**config.mk**
```make
export PLATFORM = sky130hd
export DESIGN_NAME = sys_bus_mux_flat
export DESIGN_NICKNAME = d
export VERILOG_FILES = /design/src/rtl/sys_bus_pkg.sv /design/src/rtl/sys_bus_mux_if.sv /design/src/rtl/sys_bus_tmo_cnt.sv /design/src/rtl/sys_bus_mux.sv /design/src/flat_wrapper.sv
export SDC_FILE = /design/constraint.sdc
export NUM_CORES = 1
export LEC_CHECK = 0
export CAP_MARGIN = 20
export CORE_AREA = 2 2 181 183
export DETAILED_ROUTE_END_ITERATION = 10
export DIE_AREA = 0 0 183 185
export PLACE_DENSITY = 0.55
export RECOVER_POWER = 100
export SLEW_MARGIN = 20
export SYNTH_ARGS = -nofsm -noshare
export SYNTH_HDL_FRONTEND = slang
export SYNTH_HIERARCHICAL = 1
export SYNTH_SLANG_ARGS = --single-unit
```
**constraint.sdc**
```tcl
create_clock -name clk_i -period 3.1 [get_ports clk_i]
set_input_delay 0.62 -clock clk_i [delete_from_list [all_inputs] [get_ports clk_i]]
set_output_delay 0.62 -clock clk_i [all_outputs]
set_load 0.05 [all_outputs]
```
**src/rtl/sys_bus_pkg.sv**
```systemverilog
// Shared widths, slot field position, FSM encoding and default timeout for the slot bus mux.
package sys_bus_pkg;
   localparam int AW       = 32;
   localparam int DW       = 32;
   localparam int SW       = 4;
   localparam int SLOT_MSB = 22;
   localparam int SLOT_LSB = 20;
   localparam int SLOT_W   = SLOT_MSB - SLOT_LSB + 1;
   localparam int OFS_W    = SLOT_LSB;
   localparam int TMO_DEF  = 255;

   typedef enum logic [1:0] {IDLE, STROBE, WAIT, RESP} state_t;
endpackage

```
**src/rtl/sys_bus_mux_if.sv**
```systemverilog
// Master-side request/response and per-slot slave bus; slave modport is the mux, master modport the environment.
interface sys_bus_mux_if
   import sys_bus_pkg::*;
#(
   parameter int NS = 8
);
   logic [AW-1:0]    m_addr;
   logic [DW-1:0]    m_wdata;
   logic [SW-1:0]    m_sel;
   logic             m_wen;
   logic             m_ren;
   logic [DW-1:0]    m_rdata;
   logic             m_err;
   logic             m_ack;
   logic [AW-1:0]    s_addr;
   logic [DW-1:0]    s_wdata;
   logic [SW-1:0]    s_sel;
   logic [NS-1:0]    s_wen;
   logic [NS-1:0]    s_ren;
   logic [NS*DW-1:0] s_rdata;
   logic [NS-1:0]    s_err;
   logic [NS-1:0]    s_ack;

   modport slave (
      input  m_addr, m_wdata, m_sel, m_wen, m_ren,
      output m_rdata, m_err, m_ack,
      output s_addr, s_wdata, s_sel, s_wen, s_ren,
      input  s_rdata, s_err, s_ack
   );

   modport master (
      output m_addr, m_wdata, m_sel, m_wen, m_ren,
      input  m_rdata, m_err, m_ack,
      input  s_addr, s_wdata, s_sel, s_wen, s_ren,
      output s_rdata, s_err, s_ack
   );
endinterface

```
**src/rtl/sys_bus_tmo_cnt.sv**
```systemverilog
// 16-bit WAIT-cycle counter: clears on i_clr, counts on i_en, o_tc flags the cycle it reaches TMO.
module sys_bus_tmo_cnt #(
   parameter int TMO = 255
) (
   input  logic clk_i,
   input  logic rst_i,
   input  logic i_clr,
   input  logic i_en,
   output logic o_tc
);
   logic [15:0] r_cnt;

   always_ff @(posedge clk_i or posedge rst_i) begin
      if (rst_i)      r_cnt <= '0;
      else if (i_clr) r_cnt <= '0;
      else if (i_en)  r_cnt <= r_cnt + 16'd1;
   end

   assign o_tc = i_en && (r_cnt == 16'(TMO - 1));
endmodule

```
**src/rtl/sys_bus_mux.sv**
```systemverilog
// Single-outstanding master-to-slot bus mux; ack at T+3 minimum, out-of-range slot errors at T+2.
// Master strobes outside IDLE are dropped; optional WAIT timeout under SYS_BUS_TIMEOUT_EN.
module sys_bus_mux
   import sys_bus_pkg::*;
#(
   parameter int NS  = 8,
   parameter int TMO = TMO_DEF
) (
   input  logic         clk_i,
   input  logic         rst_i,
   sys_bus_mux_if.slave bus
);
   if (NS < 1 || NS > 8 || TMO < 1 || TMO > 65535) begin : g_param_chk
      $error("sys_bus_mux: NS or TMO out of range");
   end

   state_t              r_state, w_next;
   logic [OFS_W-1:0]    r_addr;
   logic [DW-1:0]       r_wdata;
   logic [SW-1:0]       r_sel;
   logic                r_wr;
   logic [SLOT_W-1:0]   r_slot;
   logic                r_bad;
   logic [DW-1:0]       r_rdata;
   logic                r_err;
   logic                w_req;
   logic [SLOT_W-1:0]   w_slot;
   logic                w_sack;
   logic                w_serr;
   logic [DW-1:0]       w_srdata;
   logic                w_tmo;

   assign w_req  = bus.m_wen | bus.m_ren;
   assign w_slot = bus.m_addr[SLOT_MSB:SLOT_LSB];

   // Only the latched slot's response lane is visible; other slots' acks never reach the FSM.
   always_comb begin
      w_sack   = 1'b0;
      w_serr   = 1'b0;
      w_srdata = '0;
      for (int k = 0; k < NS; k++) begin
         if (r_slot == SLOT_W'(k)) begin
            w_sack   = bus.s_ack[k];
            w_serr   = bus.s_err[k];
            w_srdata = bus.s_rdata[k*DW +: DW];
         end
      end
   end

`ifdef SYS_BUS_TIMEOUT_EN
   sys_bus_tmo_cnt #(.TMO(TMO)) u_tmo (
      .clk_i (clk_i),
      .rst_i (rst_i),
      .i_clr (r_state == STROBE),
      .i_en  (r_state == WAIT),
      .o_tc  (w_tmo)
   );
`else
   assign w_tmo = 1'b0;
`endif

   always_ff @(posedge clk_i or posedge rst_i) begin
      if (rst_i) r_state <= IDLE;
      else       r_state <= w_next;
   end

   always_comb begin
      w_next = r_state;
      case (r_state)
         IDLE:   if (w_req) w_next = STROBE;
         STROBE: w_next = r_bad ? RESP : WAIT;
         WAIT:   if (w_sack || w_tmo) w_next = RESP;
         RESP:   w_next = IDLE;
         default: w_next = IDLE;
      endcase
   end

   always_ff @(posedge clk_i or posedge rst_i) begin
      if (rst_i) begin
         r_addr  <= '0;
         r_wdata <= '0;
         r_sel   <= '0;
         r_wr    <= 1'b0;
         r_slot  <= '0;
         r_bad   <= 1'b0;
         r_rdata <= '0;
         r_err   <= 1'b0;
      end else begin
         if (r_state == IDLE && w_req) begin
            r_addr  <= bus.m_addr[OFS_W-1:0];
            r_wdata <= bus.m_wdata;
            r_sel   <= bus.m_sel;
            r_wr    <= bus.m_wen;
            r_slot  <= w_slot;
            r_bad   <= int'(w_slot) >= NS;
         end
         if (r_state == STROBE && r_bad) begin
            r_rdata <= '0;
            r_err   <= 1'b1;
         end
         // A slave ack in the terminal-count cycle takes priority over the timeout.
         if (r_state == WAIT) begin
            if (w_sack) begin
               r_rdata <= w_srdata;
               r_err   <= w_serr;
            end else if (w_tmo) begin
               r_rdata <= '0;
               r_err   <= 1'b1;
            end
         end
      end
   end

   always_comb begin
      bus.s_wen = '0;
      bus.s_ren = '0;
      if (r_state == STROBE && !r_bad) begin
         for (int k = 0; k < NS; k++) begin
            if (r_slot == SLOT_W'(k)) begin
               bus.s_wen[k] = r_wr;
               bus.s_ren[k] = !r_wr;
            end
         end
      end
   end

   assign bus.s_addr  = {{(AW-OFS_W){1'b0}}, r_addr};
   assign bus.s_wdata = r_wdata;
   assign bus.s_sel   = r_sel;
   assign bus.m_ack   = (r_state == RESP);
   assign bus.m_err   = (r_state == RESP) && r_err;
   assign bus.m_rdata = r_rdata;
endmodule
```
**src/flat_wrapper.sv**
```systemverilog
// flat-port wrapper written by rule: the top's interface ports become plain ports
module sys_bus_mux_flat import sys_bus_pkg::*;
#(
   parameter int NS  = 8,
   parameter int TMO = TMO_DEF
)
  (clk_i, rst_i, bus_m_addr, bus_m_wdata, bus_m_sel, bus_m_wen, bus_m_ren, bus_m_rdata, bus_m_err, bus_m_ack, bus_s_addr, bus_s_wdata, bus_s_sel, bus_s_wen, bus_s_ren, bus_s_rdata, bus_s_err, bus_s_ack);
  sys_bus_mux_if #(.NS(NS)) bus_i ();
  input  logic clk_i;
  input  logic rst_i;
  input wire logic [$bits(bus_i.m_addr)-1:0] bus_m_addr;
  input wire logic [$bits(bus_i.m_wdata)-1:0] bus_m_wdata;
  input wire logic [$bits(bus_i.m_sel)-1:0] bus_m_sel;
  input wire logic [$bits(bus_i.m_wen)-1:0] bus_m_wen;
  input wire logic [$bits(bus_i.m_ren)-1:0] bus_m_ren;
  output wire logic [$bits(bus_i.m_rdata)-1:0] bus_m_rdata;
  output wire logic [$bits(bus_i.m_err)-1:0] bus_m_err;
  output wire logic [$bits(bus_i.m_ack)-1:0] bus_m_ack;
  output wire logic [$bits(bus_i.s_addr)-1:0] bus_s_addr;
  output wire logic [$bits(bus_i.s_wdata)-1:0] bus_s_wdata;
  output wire logic [$bits(bus_i.s_sel)-1:0] bus_s_sel;
  output wire logic [$bits(bus_i.s_wen)-1:0] bus_s_wen;
  output wire logic [$bits(bus_i.s_ren)-1:0] bus_s_ren;
  input wire logic [$bits(bus_i.s_rdata)-1:0] bus_s_rdata;
  input wire logic [$bits(bus_i.s_err)-1:0] bus_s_err;
  input wire logic [$bits(bus_i.s_ack)-1:0] bus_s_ack;
  assign bus_i.m_addr = bus_m_addr;
  assign bus_i.m_wdata = bus_m_wdata;
  assign bus_i.m_sel = bus_m_sel;
  assign bus_i.m_wen = bus_m_wen;
  assign bus_i.m_ren = bus_m_ren;
  assign bus_m_rdata = bus_i.m_rdata;
  assign bus_m_err = bus_i.m_err;
  assign bus_m_ack = bus_i.m_ack;
  assign bus_s_addr = bus_i.s_addr;
  assign bus_s_wdata = bus_i.s_wdata;
  assign bus_s_sel = bus_i.s_sel;
  assign bus_s_wen = bus_i.s_wen;
  assign bus_s_ren = bus_i.s_ren;
  assign bus_i.s_rdata = bus_s_rdata;
  assign bus_i.s_err = bus_s_err;
  assign bus_i.s_ack = bus_s_ack;
  sys_bus_mux #(.NS(NS), .TMO(TMO)) u_core (.clk_i(clk_i), .rst_i(rst_i), .bus(bus_i));
endmodule
```
==> summary.md <==
| Metric | Value |
|---|---|
| Number of flops mapped to enable cells by yosys | `0` |
| Worst-Margin Slew | `2.03 ns` |
| Clk_lat worst skew | `~0.35 ns` |
| Final #Nets | `roughly 1200` |
| Rel. slew slack | `-35.3%` |
| 1st-pass router iterations | `4` |
| WL/cell | `between 20 and 25 µm` |
| Ports | `approximately 460` |
| Layout area overhead | `80.3%` |
| PnR worst setup slack | `0.152 ns` |
| Synth Warn # | `6` |
| Syn avg cell area | `approximately 15 µm²` |
| Largest net degree at the start of global routing | `a little over 60` |
| Leak Pwr | `approximately 0.0042 µW` |
| Peak supply drop | `between 0.4 and 0.5 mV` |
| CP Data Arrival Time | `2.33 ns` |
| PortBufs | `between 400 and 500` |
| Cell taking the most area after synthesis | `dfrtp_1` |
| Die W | `roughly 180 µm` |
| Clk buf depth | `2` |
| Total GRT Usage | `14.6%` |
| Crit path max fanout | `5` |
| Die area | `~34000 µm²` |
| Kind of critical path | `flop to output port` |
| Ys flop type | `dfrtp_1` |
| GRT overflow | `0` |
| Initial Util | `19.0%` |
| RSZ-0062 raised after global routing | `no` |
| DP Worst Slack | `0.310 ns` |
| Hold Buf Count CTS | `0` |
| Crit path time final | `2.95 ns` |
| Core ar. | `roughly 32000 µm²` |
| Netlist Area Pre-Place | `slightly above 6000 µm²` |
| Drt initial violations | `178` |
| Routed Antenna Nets | `0` |
| Num Clock Sinks | `between 90 and 100` |
| Global-route wire length before repair | `between 30000 and 40000 µm` |
| Site Rows | `66` |
| CTS Buf Count | `9` |
| Area share of the largest cell type after synthesis | `between 30 and 40%` |
| Postcts setup bufs | `0` |
| Worst EP required | `approximately 2.5 ns` |
| Top post-synthesis cells by area | `dfrtp_1, mux4_2, mux2_2` |
| Setup Skew | `around 0.0086 ns` |
| WL final | `roughly 25000 µm` |
| # resized after CTS | `0` |
| Detailed placer's ending HPWL | `slightly above 20000 µm` |
| Initial antenna violation count | `1` |
| Vias in the first global route | `roughly 5700` |
| Placement-stage cell area | `between 10000 and 15000 µm²` |
| Synthesized instance count | `approximately 390` |
| Count of final hold-check violations | `0` |
| Post-synthesis cell type count | `33` |
| Drc violations | `0` |
| Async SR Flop Fraction | `100%` |
| Clock Root Buffer | `clkbuf_16` |
| Type of the most critical hold path | `flop to flop` |
| Die Span Y | `approximately 190 µm` |
| CTS H-tree lvls | `3` |
| Failing checks | `capacitance limit, slew limit` |
| Vias per cell | `~4.2` |
| Setup TNS Final | `0 ns` |
| Number of synthesized register bits | `95` |
| Final GP Congestion | `0.850` |
| Status | `finished with violations` |
| Design area | `about 11000 µm²` |
| Most frequent cells after synthesis | `dfrtp_1, mux2_2, mux4_2, mux2_4` |
| Vias | `roughly 5200` |
| Critical Path Sink Type | `output port` |
| Final worst path period share | `95.1%` |
| Maxcap violations | `1` |
| Sequential area share after synthesis | `39.1%` |
| CTS tree | `built` |
| Slew Viols, Final | `between 40 and 50` |
| Clk slew on worst S/H paths | `around 0.080 ns` |
| Maximum clock frequency | `between 0.3 and 0.4 GHz` |
| PD cells | `about 980 nW/µm²` |
| Share of cells above drive strength 1 | `between 20% and 30%` |
| Crit path launch type | `flop` |
| Final setup vio count | `0` |
-- path summary, 6_finish.rpt --
| kind | startpoint | to | slack (ns) | cells past startpoint |
|---|---|---|---|---|
| max | u_core/r_state[1] | bus_s_wen[1] | 0.15 | 5 |
| min | u_core/bus.m_rdata[4] | u_core/bus.m_rdata[4] | 0.49 | 1 |
| min in group asynchronous | rst_i | u_core/bus.s_wdata[28] | 1.39 | 2 |
| min reg2reg | u_core/bus.m_rdata[4] | u_core/bus.m_rdata[4] | 0.49 | 1 |
| max in group asynchronous | rst_i | u_core/bus.s_wdata[23] | 0.43 | 3 |
| max reg2reg | u_core/r_slot[0] | u_core/bus.m_rdata[5] | 0.34 | 4 |
-- per-layer routing --
layer / routed length, µm / part of all wire (%) / global-route usage, %
met1: 10400 / 41 / 17.8
met3: 1630 / 6.4 / 3.85
met4: 393 / 1.6 / 3.87
met2: 12900 / 51 / 25.6
met5: 0 / 0 / 0
-- sequential cells by signal, indices dropped and copies added, names as in the netlist --
signal,flops
u_core/bus.s_wdata,32
u_core/r_wr,1
u_core/r_state,2
u_core/r_addr,20
u_core/r_slot,3
u_core/bus.s_sel,4
u_core/bus.m_rdata,32
u_core/r_err,1
-- cells in the final DEF (no fill, tap or decap), drive strengths merged --
master           n
ha               5
o31ai            1
nor4             1
o311a            2
nor2            12
mux2i            1
dfrtp           95
conb            12
inv             10
and2             1
o221ai           1
nand3            4
o21ai            2
nor3             5
nand2            6
clkdlybuf4s50  336
nand2b           6
or3              1
mux4            67
dlygate4sd3     92
a21oi            2
buf              6
nor3b            1
a21boi           1
clkinv           1
nor2b            2
diode            1
a221oi           1
nand3b           1
clkbuf          27
mux2           125
-- per-stage QoR --
stage / hold WS [ns] / total power (µW) / util (%) / cells
global placement: 0.487 / 10300 / 33.9 / 1219
floorplan: 0.473 / 7850 / - / 403
detailed placement: 0.491 / 10300 / 33.9 / 1219
global route: 0.508 / 11400 / 34.2 / 1236
finish: 0.487 / 10800 / 34.2 / 1236
CTS: 0.509 / 11600 / 34.8 / 1235
-- worst max-delay path: stages (launching register included) --
cell and delay [ns]:
dfrtp_1 0.43, inv_1 0.12, ha_1 0.27, nand3_1 0.20
nor2_1 0.15, clkdlybuf4s50_1 0.81
-- kinds of logic after synthesis --
family / synth area share [%]
AOI/OAI and AO/OA: 1.19
adders and majority gates: 1.03
buffers and inverters: 5.17
DFF: 39.1
muxes: 50.0
other: 0.0617
and+or+nand+nor: 3.36
-- cell type report --
class                      instances  area [µm²]
fill                            3223       21100
tap                              408         510
antenna                            1        2.50
multi-input combinational        260        3330
inverter                           5        18.8
timing repair buffer             451        4400
clock inverter                     6        57.6
clock buffer                      10         239
sequential                        95        2380
-- power breakdown --
part	internal [µW]	switching, µW
clock network	590	564
logic	3150	4110
registers	1900	447
total	5640	5120
Power figures use the tool's default switching activity.
